[config.mk]
export PLATFORM = sky130hd
export DESIGN_NAME = sb_rx_msg_parser
export DESIGN_NICKNAME = d
export VERILOG_FILES = /design/src/rtl/sb_pkg.sv /design/src/rtl/sb_pattern_det.sv /design/src/rtl/sb_rx_msg_parser.sv
export SDC_FILE = /design/constraint.sdc
export NUM_CORES = 1
export LEC_CHECK = 0
export BUFFER_PORTS_ARGS = -buffer_cell sky130_fd_sc_hd__buf_4
export CORE_ASPECT_RATIO = 0.6
export CORE_MARGIN = 3
export CORE_UTILIZATION = 54
export DETAILED_ROUTE_END_ITERATION = 7
export PLACE_DENSITY_LB_ADDON = 0.05
export SYNTH_ARGS = -nofsm -noshare
export SYNTH_HDL_FRONTEND = slang
export SYNTH_SLANG_ARGS = --single-unit
[constraint.sdc]
create_clock -name i_clk -period 7.2 [get_ports i_clk]
set_input_delay 0.72 -clock i_clk [delete_from_list [all_inputs] [get_ports i_clk]]
set_output_delay 0.72 -clock i_clk [all_outputs]
set_load 0.1 [all_outputs]
[src/rtl/sb_pkg.sv]
// Shared encodings for the sideband receive message parser: FSM states,
// LTSM reset code, clock-pattern word, message constants and header field positions.
package sb_pkg;

  typedef enum logic [2:0] {
    ST_IDLE    = 3'd0,
    ST_PATTERN = 3'd1,
    ST_DECODE  = 3'd2,
    ST_RDI     = 3'd3,
    ST_HEADER  = 3'd4,
    ST_DATA    = 3'd5,
    ST_ADAPTER = 3'd6
  } sb_state_e;

  localparam logic [2:0]  LTSM_RESET   = 3'd0;
  localparam logic [63:0] PATTERN_WORD = {32{2'b10}};

  localparam logic [4:0]  OPC_MEM_DATA = 5'b11011;
  localparam logic [3:0]  MSGCODE_RDI  = 4'd0;
  localparam logic [3:0]  MSGCODE2_RSP = 4'd10;

  localparam int DP_BIT       = 63;
  localparam int DSTID_MSB    = 58;
  localparam int DSTID_LSB    = 56;
  localparam int MSGCODE_MSB  = 21;
  localparam int MSGCODE_LSB  = 18;
  localparam int MSGCODE2_MSB = 17;
  localparam int MSGCODE2_LSB = 14;
  localparam int OPCODE_MSB   = 4;
  localparam int OPCODE_LSB   = 0;

  // Control parity covers everything below the data-parity bit; a valid header gives 0.
  function automatic logic ctrl_parity(input logic [63:0] word);
    return ^word[62:0];
  endfunction

endpackage

[src/rtl/sb_pattern_det.sv]
// Clock-pattern recogniser with the consecutive-repetition counter used while
// the parser is in its IDLE/PATTERN phase.
module sb_pattern_det
  import sb_pkg::*;
#(
  parameter int PATTERN_REPS = 2
) (
  input  logic        clk,
  input  logic        rst_n,
  input  logic [63:0] word,
  input  logic        strobe,
  input  logic        active,
  output logic        is_pat,
  output logic        reps_done
);

  localparam logic [3:0] REPS = 4'(PATTERN_REPS);

  logic [3:0] rep_cnt;
  logic [3:0] cnt_inc;

  assign is_pat    = (word == PATTERN_WORD);
  assign cnt_inc   = rep_cnt + 4'd1;
  assign reps_done = active && strobe && is_pat && (cnt_inc == REPS);

  // Counter only lives during the pattern phase; it is zero whenever decoding runs.
  always_ff @(posedge clk or negedge rst_n) begin
    if (!rst_n) begin
      rep_cnt <= '0;
    end else if (!active || reps_done) begin
      rep_cnt <= '0;
    end else if (strobe) begin
      rep_cnt <= is_pat ? cnt_inc : '0;
    end
  end

endmodule

[src/rtl/sb_rx_msg_parser.sv]
// Sideband receive parser: waits for the clock pattern, then decodes headers and
// sequences RDI / header / payload completion with timeout and parity-error tracking.
module sb_rx_msg_parser
  import sb_pkg::*;
#(
  parameter int PATTERN_REPS = 2,
  parameter int DATA_WORDS   = 1,
  parameter int TIMEOUT_CYC  = 255,
  parameter int ERR_CNT_W    = 8
) (
  input  logic                 i_clk,
  input  logic                 i_rst_n,
  input  logic                 i_de_ser_done,
  input  logic [63:0]          i_deser_data,
  input  logic [2:0]           i_state,
  input  logic                 i_header_valid,
  input  logic                 i_rdi_valid,
  input  logic                 i_data_valid,
  input  logic                 i_err_clr,
  output logic                 o_rx_sb_start_pattern,
  output logic                 o_rx_sb_pattern_samp_done,
  output logic                 o_header_enable,
  output logic                 o_rdi_enable,
  output logic                 o_data_enable,
  output logic                 o_adapter_enable,
  output logic                 o_msg_valid,
  output logic                 o_rx_rsp_delivered,
  output logic                 o_parity_error,
  output logic                 o_timeout,
  output logic [2:0]           o_data_idx,
  output logic [ERR_CNT_W-1:0] o_err_cnt
);

  localparam logic [15:0]          TMO_LAST = 16'(TIMEOUT_CYC - 1);
  localparam logic [2:0]           LAST_IDX = 3'(DATA_WORDS - 1);
  localparam logic [ERR_CNT_W-1:0] ERR_MAX  = '1;

  sb_state_e   state;
  logic [15:0] tmo_cnt;
  logic [2:0]  widx;
  logic        data_wait;
  logic        par_q;
  logic        dp_q;
  logic [4:0]  opcode_q;

  logic       is_pat;
  logic       reps_done;
  logic       pat_active;
  logic       ltsm_reset;
  logic       tmo_last;
  logic       dec_par_err;
  logic       data_par_nxt;
  logic       data_par_err;
  logic       par_err_evt;
  logic [3:0] msg_code;
  logic [3:0] msg_code2;

  assign pat_active   = (state == ST_IDLE) || (state == ST_PATTERN);
  assign ltsm_reset   = (i_state == LTSM_RESET);
  assign tmo_last     = (tmo_cnt == TMO_LAST);
  assign msg_code     = i_deser_data[MSGCODE_MSB:MSGCODE_LSB];
  assign msg_code2    = i_deser_data[MSGCODE2_MSB:MSGCODE2_LSB];
  assign dec_par_err  = i_de_ser_done && !is_pat && !i_deser_data[DSTID_LSB] &&
                        ctrl_parity(i_deser_data);
  assign data_par_nxt = par_q ^ (^i_deser_data);
  assign data_par_err = i_de_ser_done && !data_wait && !tmo_last &&
                        (widx == LAST_IDX) && data_par_nxt;
  assign par_err_evt  = !ltsm_reset &&
                        (((state == ST_DECODE) && dec_par_err) ||
                         ((state == ST_DATA) && data_par_err));

  sb_pattern_det #(
    .PATTERN_REPS(PATTERN_REPS)
  ) u_pattern_det (
    .clk      (i_clk),
    .rst_n    (i_rst_n),
    .word     (i_deser_data),
    .strobe   (i_de_ser_done),
    .active   (pat_active),
    .is_pat   (is_pat),
    .reps_done(reps_done)
  );

  always_ff @(posedge i_clk or negedge i_rst_n) begin
    if (!i_rst_n) begin
      state                     <= ST_IDLE;
      tmo_cnt                   <= '0;
      widx                      <= '0;
      data_wait                 <= 1'b0;
      par_q                     <= 1'b0;
      dp_q                      <= 1'b0;
      opcode_q                  <= '0;
      o_rx_sb_start_pattern     <= 1'b0;
      o_rx_sb_pattern_samp_done <= 1'b0;
      o_header_enable           <= 1'b0;
      o_rdi_enable              <= 1'b0;
      o_data_enable             <= 1'b0;
      o_adapter_enable          <= 1'b0;
      o_msg_valid               <= 1'b0;
      o_rx_rsp_delivered        <= 1'b0;
      o_parity_error            <= 1'b0;
      o_timeout                 <= 1'b0;
      o_data_idx                <= '0;
    end else begin
      o_rx_sb_start_pattern     <= 1'b0;
      o_rx_sb_pattern_samp_done <= 1'b0;
      o_header_enable           <= 1'b0;
      o_rdi_enable              <= 1'b0;
      o_data_enable             <= 1'b0;
      o_adapter_enable          <= 1'b0;
      o_msg_valid               <= 1'b0;
      o_rx_rsp_delivered        <= 1'b0;
      o_parity_error            <= 1'b0;
      o_timeout                 <= 1'b0;
      case (state)
        ST_IDLE: begin
          if (i_de_ser_done && is_pat) begin
            o_rx_sb_start_pattern <= ltsm_reset;
            if (reps_done) begin
              state                     <= ST_DECODE;
              o_rx_sb_pattern_samp_done <= 1'b1;
            end else begin
              state <= ST_PATTERN;
            end
          end
        end
        ST_PATTERN: begin
          if (reps_done) begin
            state                     <= ST_DECODE;
            o_rx_sb_pattern_samp_done <= 1'b1;
          end
        end
        default: begin
          // LTSM falling back to RESET abandons whatever message is in flight.
          if (ltsm_reset) begin
            state     <= ST_IDLE;
            tmo_cnt   <= '0;
            widx      <= '0;
            data_wait <= 1'b0;
            par_q     <= 1'b0;
          end else begin
            case (state)
              ST_DECODE: begin
                if (i_de_ser_done && !is_pat) begin
                  if (i_deser_data[DSTID_LSB]) begin
                    state            <= ST_ADAPTER;
                    o_adapter_enable <= 1'b1;
                  end else if (dec_par_err) begin
                    o_parity_error <= 1'b1;
                  end else if (msg_code == MSGCODE_RDI) begin
                    state        <= ST_RDI;
                    o_rdi_enable <= 1'b1;
                    tmo_cnt      <= '0;
                  end else begin
                    state              <= ST_HEADER;
                    o_header_enable    <= 1'b1;
                    o_rx_rsp_delivered <= (msg_code2 == MSGCODE2_RSP);
                    dp_q               <= i_deser_data[DP_BIT];
                    opcode_q           <= i_deser_data[OPCODE_MSB:OPCODE_LSB];
                    tmo_cnt            <= '0;
                  end
                end
              end
              ST_ADAPTER: begin
                state <= ST_DECODE;
              end
              ST_RDI: begin
                if (i_rdi_valid) begin
                  state       <= ST_DECODE;
                  o_msg_valid <= 1'b1;
                end else if (tmo_last) begin
                  state     <= ST_DECODE;
                  o_timeout <= 1'b1;
                end else begin
                  tmo_cnt <= tmo_cnt + 16'd1;
                end
              end
              ST_HEADER: begin
                if (i_header_valid) begin
                  if (opcode_q == OPC_MEM_DATA) begin
                    state     <= ST_DATA;
                    widx      <= '0;
                    data_wait <= 1'b0;
                    par_q     <= dp_q;
                    tmo_cnt   <= '0;
                  end else begin
                    state       <= ST_DECODE;
                    o_msg_valid <= 1'b1;
                  end
                end else if (tmo_last) begin
                  state     <= ST_DECODE;
                  o_timeout <= 1'b1;
                end else begin
                  tmo_cnt <= tmo_cnt + 16'd1;
                end
              end
              ST_DATA: begin
                if (data_wait && i_data_valid) begin
                  state       <= ST_DECODE;
                  data_wait   <= 1'b0;
                  o_msg_valid <= 1'b1;
                end else if (tmo_last) begin
                  state     <= ST_DECODE;
                  data_wait <= 1'b0;
                  o_timeout <= 1'b1;
                end else begin
                  tmo_cnt <= tmo_cnt + 16'd1;
                  if (!data_wait && i_de_ser_done) begin
                    par_q <= data_par_nxt;
                    if (data_par_err) begin
                      state          <= ST_DECODE;
                      o_parity_error <= 1'b1;
                    end else begin
                      o_data_enable <= 1'b1;
                      o_data_idx    <= widx;
                      if (widx == LAST_IDX) begin
                        data_wait <= 1'b1;
                      end else begin
                        widx <= widx + 3'd1;
                      end
                    end
                  end
                end
              end
              default: begin
                state <= ST_IDLE;
              end
            endcase
          end
        end
      endcase
    end
  end

  // Clear wins over a same-cycle increment; the count sticks at all-ones.
  always_ff @(posedge i_clk or negedge i_rst_n) begin
    if (!i_rst_n) begin
      o_err_cnt <= '0;
    end else if (i_err_clr) begin
      o_err_cnt <= '0;
    end else if (par_err_evt && (o_err_cnt != ERR_MAX)) begin
      o_err_cnt <= o_err_cnt + ERR_CNT_W'(1);
    end
  end

endmodule

==> results of run 1 <==
[critical path: cells and delay by family]
family                     cells  cell delay (ps)
buffers and inverters          2              210
adders and majority gates      1              360
xor gates and xnor gates       5             1330
AOI/OAI and AO/OA              4             1400
[area by class of cell]
| type | count | area [um2] |
|---|---|---|
| clock inverter | 1 | 5.005 |
| sequential | 55 | 1376 |
| multi-input combinational | 324 | 2320 |
| fill | 534 | 2043 |
| timing repair buffer | 94 | 705.7 |
| tap | 87 | 108.9 |
| inverter | 42 | 157.7 |
| clock buffer | 7 | 132.6 |
[state kept, by name, indices dropped and copies added, names as in the netlist]
name                       count
o_rx_sb_pattern_samp_done      1
o_adapter_enable               1
u_pattern_det.rep_cnt          4
state                          3
o_data_enable                  1
o_data_idx                     3
o_rdi_enable                   1
o_rx_rsp_delivered             1
o_rx_sb_start_pattern          1
o_header_enable                1
opcode_q                       5
o_parity_error                 1
dp_q                           1
par_q                          1
o_err_cnt                      8
o_timeout                      1
tmo_cnt                       16
widx                           3
data_wait                      1
o_msg_valid                    1
[per-stage QoR]
stage | std cells | hold slack [ps] | worst slack [ps] | util (%) | power, uW
finish | 610 | 463.4 | 3366 | 70.17 | 855.0
global route | 610 | 498.3 | 3209 | 70.17 | 894.2
CTS | 610 | 496.3 | 3419 | 70.17 | 856.3
detailed placement | 602 | 485.9 | 3183 | 68.16 | 618.5
global placement | 602 | 483.9 | 3249 | 68.16 | 616.3
floorplan | 432 | 424.4 | 3881 | - | 549.0
[metal layers]
layer / up-vias / track usage (%)
met5: - / 0
met4: 0 / 5.663
met3: 14 / 6.667
met2: 161 / 35.88
met1: 1719 / 37.15
li1: 1711 / -
[how the worst min path moves through the flow]
stage | cells past startpoint | to | slack, ps | startpoint
after global routing | 1 | u_pattern_det.rep_cnt[3]$_DFFE_PN0P_ | 500 | i_rst_n
after floorplan | 0 | data_wait$_DFFE_PN0P_ | 420 | i_rst_n
after CTS | 1 | o_err_cnt[7]$_DFFE_PN0P_ | 500 | i_rst_n
after global placement | 1 | tmo_cnt[15]$_DFFE_PN0P_ | 480 | tmo_cnt[15]$_DFFE_PN0P_
final | 1 | u_pattern_det.rep_cnt[3]$_DFFE_PN0P_ | 460 | i_rst_n
after detailed placement | 1 | tmo_cnt[15]$_DFFE_PN0P_ | 490 | tmo_cnt[15]$_DFFE_PN0P_
[Yosys cell counts, types with 3 or more instances]
cell type,instances
xnor2_1,21
o31ai_1,7
nor2_1,31
and3_1,9
mux2_2,11
nor3b_1,4
nor3_1,7
clkbuf_1,6
nand4_1,14
nand3_1,13
buf_1,3
dfrtp_1,55
nor4_1,5
a31oi_1,5
nand2_1,33
nor2b_1,6
or2_2,3
a21oi_1,24
and2_1,3
xnor3_1,3
ha_1,41
or3_1,4
xor2_1,5
inv_1,42
o21ai_0,42
[kinds of logic after synthesis]
group | after synthesis | synth area share (%)
and+or+nand+nor | 142 | 19.01
AOI/OAI and AO/OA | 95 | 14.23
DFF | 55 | 35.26
buffers and inverters | 53 | 5.320
adders and majority gates | 41 | 13.14
xor gates and xnor gates | 32 | 9.006
muxes | 14 | 4.038
[power groups by stage]
| stage | clock network [uW] | registers (uW) | logic [uW] |
|---|---|---|---|
| floorplan | 0 | 315 | 234 |
| finish | 238 | 309 | 308 |
| global route | 255 | 309 | 331 |
| global placement | 0 | 315 | 301 |
| CTS | 240 | 309 | 308 |
| detailed placement | 0 | 315 | 303 |
==> flow_summary.ini, run 1 <==
[placement]
placed_area_um2 = 4668
gp_congestion = 0.9545
io_buffer_count = 94
hpwl_um = 7749

[worst_setup_path]
cp_data_required_time_ps = 7380
crit_path_end_kind = flop
cpPeakStageDelay_ps = 910
regToRegSetupSlack_ps = 3810
reg2regPathDepth = 11
critical_path.startpoint = i_deser_data[56]
reg2reg_from = tmo_cnt[0]$_DFFE_PN0P_
r2r-end = o_err_cnt[5]$_DFFE_PN0P_
crit_type = in -> reg
cp_common_cell = xnor2_1
crit_end = tmo_cnt[4]$_DFFE_PN0P_
critPathMaxFanout = 16
crit_arrival_ps = 4020
crit_path_start_kind = input port
cp_cell_sequence = buf_4, inv_1, ha_1, xnor2_1, xnor2_1, xnor2_1, xnor3_2, xnor2_2, a21boi_1, o211ai_1, o21ai_0, o41ai_1
critPathSlowestCell = o211ai_1

[hold_path]
hold_class = in -> async

[pwr]
swShare_pct = 28.73
power.density_nw_per_um2 = 177.9
p_leak_uw = 0.002404
seq_power_share_pct = 36.2
vdd_drop_max_mv = 0.09841
switching_power_uw = 245.6
p_clk_share_pct = 27.8
p_int_uw = 609.4
combPwrFrac_pct = 36.0

[layout]
final_nets = 637
stdcell_area_um2 = 4806
drive_above_1_share_pct = 23.14
layout_common_cells = buf_4 (94), dfrtp_1 (55), inv_1 (42), o21ai_0 (42), ha_1 (41)
antenna_cells = 0
area_growth_pct = 23.11
final_common_cell = buf_4

[logic_synthesis]
async_flop_share_pct = 100.0
netlist_instances = 432
ys_seq_elements = 55
yosysSeqAreaShare_pct = 35.26
syn_nets = 547
synth_top_area_share_pct = 35.26
synth_cell_types = 51
synth-main-ff-cell = dfrtp_1
synthTopCellsByArea = dfrtp_1 (35%), ha_1 (13%), o21ai_0 (5.4%)
synth_edf_count = 0
ys_warn_count = 0
yosysTopAreaCell = dfrtp_1
syn_avg_cell_area_um2 = 9.036
synth.cell_area_um2 = 3904

[sta]
worst_slew_pin_slew_ps = 1142
rsz0062_at_grt = false
min_period_over_period_pct = 53.25
drv_slew = 0
setup_violations = 0
clock_skew_ps = 5.054
fmax_mhz = 260.8
totalNegativeSetupSlack_ps = 0
fin_crit_ps = 3834
slew-limit-headroom_pct = 23.50
hold_violations = 0

[global_routing]
grt_pass1_wl_um = 16220
grt_usage_pct = 24.77
grt_start_max_net_pins = 56
grt_pass1_vias = 3354
antenna_found_initial = 0
overflow = 0

[floorplanning]
rows = 23
num_io_pins = 95
design.core.area_um2 = 6849
fp.dieH_um = 71.86
die_x_um = 115.8
dieArea_um2 = 8319
start_util_pct = 57.00

[route]
drt_iter0_markers = 238
finalWirelength_um = 9979
dr.max_layer_used = met4
ant_nets = 0
drcViolationCount = 0
met3_length_um = 837
wl_met2_um = 4152
met1_length_um = 4880
wl_per_cell_um = 16.36
via_count = 3605
firstDrtPassIters = 5
routed_via_density = 5.910

[cts]
cts_made_buffers = 5
cts_tree = done
h-tree-depth = 2
cts_setup_buffers = 0
cts_resized = 0
clock_path_buffers = 2
clock_sinks = 55
clockRootBuffer = clkbuf_16
clkTransAtPathRegs_ps = 70
insertion_delay_ps = 300
cts.hold.buffers_added = 0

[run_status]
status = finished, final reports clean

[job]
maxCapViolCount = 0
(Power assumes the default switching activity.)
==> run 2, diff against run 1 <==
--- a/config.mk
+++ b/config.mk
@@ -5,6 +5,7 @@
 export SDC_FILE = /design/constraint.sdc
 export NUM_CORES = 1
 export LEC_CHECK = 0
+export ABC_AREA = 1
 export BUFFER_PORTS_ARGS = -buffer_cell sky130_fd_sc_hd__buf_4
 export CORE_ASPECT_RATIO = 0.6
 export CORE_MARGIN = 3
==> constraint.sdc (replaced) <==
create_clock -name i_clk -period 3.7 [get_ports i_clk]
set_input_delay 0.37 -clock i_clk [delete_from_list [all_inputs] [get_ports i_clk]]
set_output_delay 0.37 -clock i_clk [all_outputs]
set_load 0.1 [all_outputs]
==> run 2 against run 1 <==
Against the previous run:
- sequential power grew to 3.0 times the previous value
- sequential share of layout area decreased by 5.4 points
- largest cell class unchanged
- synthesized cell count rose by 74%
- synthesized area rose by 28%
- first-iteration DRC count increased by 94%
- non-clock buffer count rose by 3
- critical path type unchanged
- clock skew is 1.1 ps lower
- wire length grew 26%
==> flow_summary.ini, run 2 <==
[run_status]
status = finished, final reports clean

[floorplanning]
rows = 26
fp.dieH_um = 80.63
dieArea_um2 = 10510
design.core.area_um2 = 8751
start_util_pct = 57.28
num_io_pins = 95
die_x_um = 130.4

[global_routing]
grt_start_max_net_pins = 56
overflow = 0
grt_pass1_vias = 4397
grt_usage_pct = 24.55
grt_pass1_wl_um = 20730
antenna_found_initial = 0

[hold_path]
hold_class = in -> async

[logic_synthesis]
yosysTopAreaCell = dfrtp_1
synth_edf_count = 0
synth_top_area_share_pct = 27.46
ys_seq_elements = 55
synthTopCellsByArea = dfrtp_1 (27%), nand2_1 (18%), ha_1 (10%)
synthAdderAreaFrac_pct = 10.23
synth_top_cells_by_count = nand2_1 (245), inv_1 (125), nor2_1 (62)
synth.cell_area_um2 = 5012
synth-main-ff-cell = dfrtp_1
synth_top_family_by_area = simple AND/OR/NAND/NOR gates
yosys.area_share.simple_pct = 35.30
synth.most_common_cell = nand2_1
synth_cell_types = 41
syn_avg_cell_area_um2 = 6.656
netlist_instances = 753
yosysSeqAreaShare_pct = 27.46
synthXorXnorAreaFrac_pct = 7.589
ys_warn_count = 0
synthMuxAreaShare_pct = 0
async_flop_share_pct = 100.0
synth_compound_area_share_pct = 7.838
syn_nets = 868

[route]
finalWirelength_um = 12590
wl_per_cell_um = 13.18
drcViolationCount = 0
via_count = 5002
drt_iter0_markers = 462
met1_length_um = 6299
ant_nets = 0
firstDrtPassIters = 5
met3_length_um = 1105
routed_via_density = 5.238
dr.max_layer_used = met4
wl_met2_um = 5105

[cts]
insertion_delay_ps = 300
cts_made_buffers = 5
h-tree-depth = 2
clkTransAtPathRegs_ps = 70
clock_sinks = 55
clockRootBuffer = clkbuf_16
cts.hold.buffers_added = 0
cts_setup_buffers = 0
cts_resized = 0
cts_tree = done
clock_path_buffers = 2

[sta]
fmax_mhz = 408.6
min_period_over_period_pct = 66.15
setup_violations = 0
totalNegativeSetupSlack_ps = 0
clock_skew_ps = 3.934
drv_slew = 0
fin_crit_ps = 2448
slew-limit-headroom_pct = 38.70
hold_violations = 0
rsz0062_at_grt = false
worst_slew_pin_slew_ps = 915.2

[layout]
top_register = tmo_cnt
largest_register_ffs = 16
final_common_cell = nand2_1
layout_common_cells = nand2_1 (245), inv_1 (125), buf_4 (97)
final_nets = 957
top_regs = tmo_cnt x16, o_err_cnt x8, opcode_q x5
drive_above_1_share_pct = 16.84
stdcell_area_um2 = 5928
area_growth_pct = 18.27
antenna_cells = 0

[pwr]
combPwrFrac_pct = 51.3
p_leak_uw = 0.003372
vdd_drop_max_mv = 0.4728
p_clk_share_pct = 16.8
design_power_total_uw = 2887
seq_power_share_pct = 32.0
switching_power_uw = 1395
power.density_nw_per_um2 = 487.1
p_int_uw = 1493
swShare_pct = 48.31

[placement]
hpwl_um = 9986
placed_area_um2 = 5781
io_buffer_count = 94
gp_congestion = 0.9616

[worst_setup_path]
crit_type = in -> reg
crit_arrival_ps = 2640
cp_data_required_time_ps = 3890
crit_path_start_kind = input port
regToRegSetupSlack_ps = 1320
crit_path_end_kind = flop
critPathMaxFanout = 5

[job]
maxCapViolCount = 0
==> run 2: worst paths after layout <==
path | from | end | cells past startpoint
min reg2reg | dp_q$_DFFE_PN0P_ | dp_q$_DFFE_PN0P_ | 2
max in group asynchronous | i_rst_n | o_data_idx[2]$_DFFE_PN0P_ | 1
max | i_deser_data[20] | state[1]$_DFFE_PN0P_ | 16
min | i_rst_n | u_pattern_det.rep_cnt[3]$_DFFE_PN0P_ | 1
min in group i_clk | i_deser_data[1] | opcode_q[1]$_DFFE_PN0P_ | 3
max reg2reg | state[2]$_DFFE_PN0P_ | tmo_cnt[3]$_DFFE_PN0P_ | 10
==> run 2: layout make-up <==
cell class / count / area [um2]
well taps: 112 / 140.1
flip-flops and latches: 55 / 1376
fillers: 782 / 2823
multi-input cells: 555 / 3055
clock buffers: 5 / 125.1
inverters: 128 / 480.5
repair buffers: 97 / 728.2
clock inverters: 3 / 22.52
==> run 2: per-stage QoR <==
stage          hold WS, ps  instances  setup slack [ps]  util (%)
2_1_floorplan        74.41        753              1488         -
3_3_place_gp         459.7        947              1133     66.06
3_5_place_dp         464.3        947              1045     66.06
4_1_cts              147.2        955              1344     67.74
5_1_grt              174.1        955              1069     67.74
6_report             111.5        955              1252     67.74
==> run 2: routing by layer <==
metal,global-route usage (%),vias up
li1,-,2546
met1,37.59,2243
met2,36.25,201
met3,5.050,12
met4,3.183,0
met5,0,-
==> run 2: critical path, stage by stage <==
cell and delay [ps]:
buf_4 110, inv_1 80, ha_1 160, nand2_1 50
nor2_1 110, nand4_1 90, nor4_1 490, nand3_1 320
nor2_1 260, inv_1 90, a21oi_1 140, nand2_1 80
inv_1 90, nand2_1 70, nand2_1 60, nand2_1 50
==> run 2: cells by family after synthesis <==
| logic type | count (synthesis) |
|---|---|
| simple gates | 411 |
| buf+inv | 143 |
| compound gates | 63 |
| flops | 55 |
| fa+ha+maj | 41 |
| xor+xnor | 40 |
==> run 2: power groups by stage <==
stage	Sequential, uW	Combinational (uW)	Clock [uW]
CTS	917	1470	490
global placement	921	1420	0
finish	923	1480	485
global route	944	1670	511
detailed placement	925	1450	0
floorplan	980	1090	0
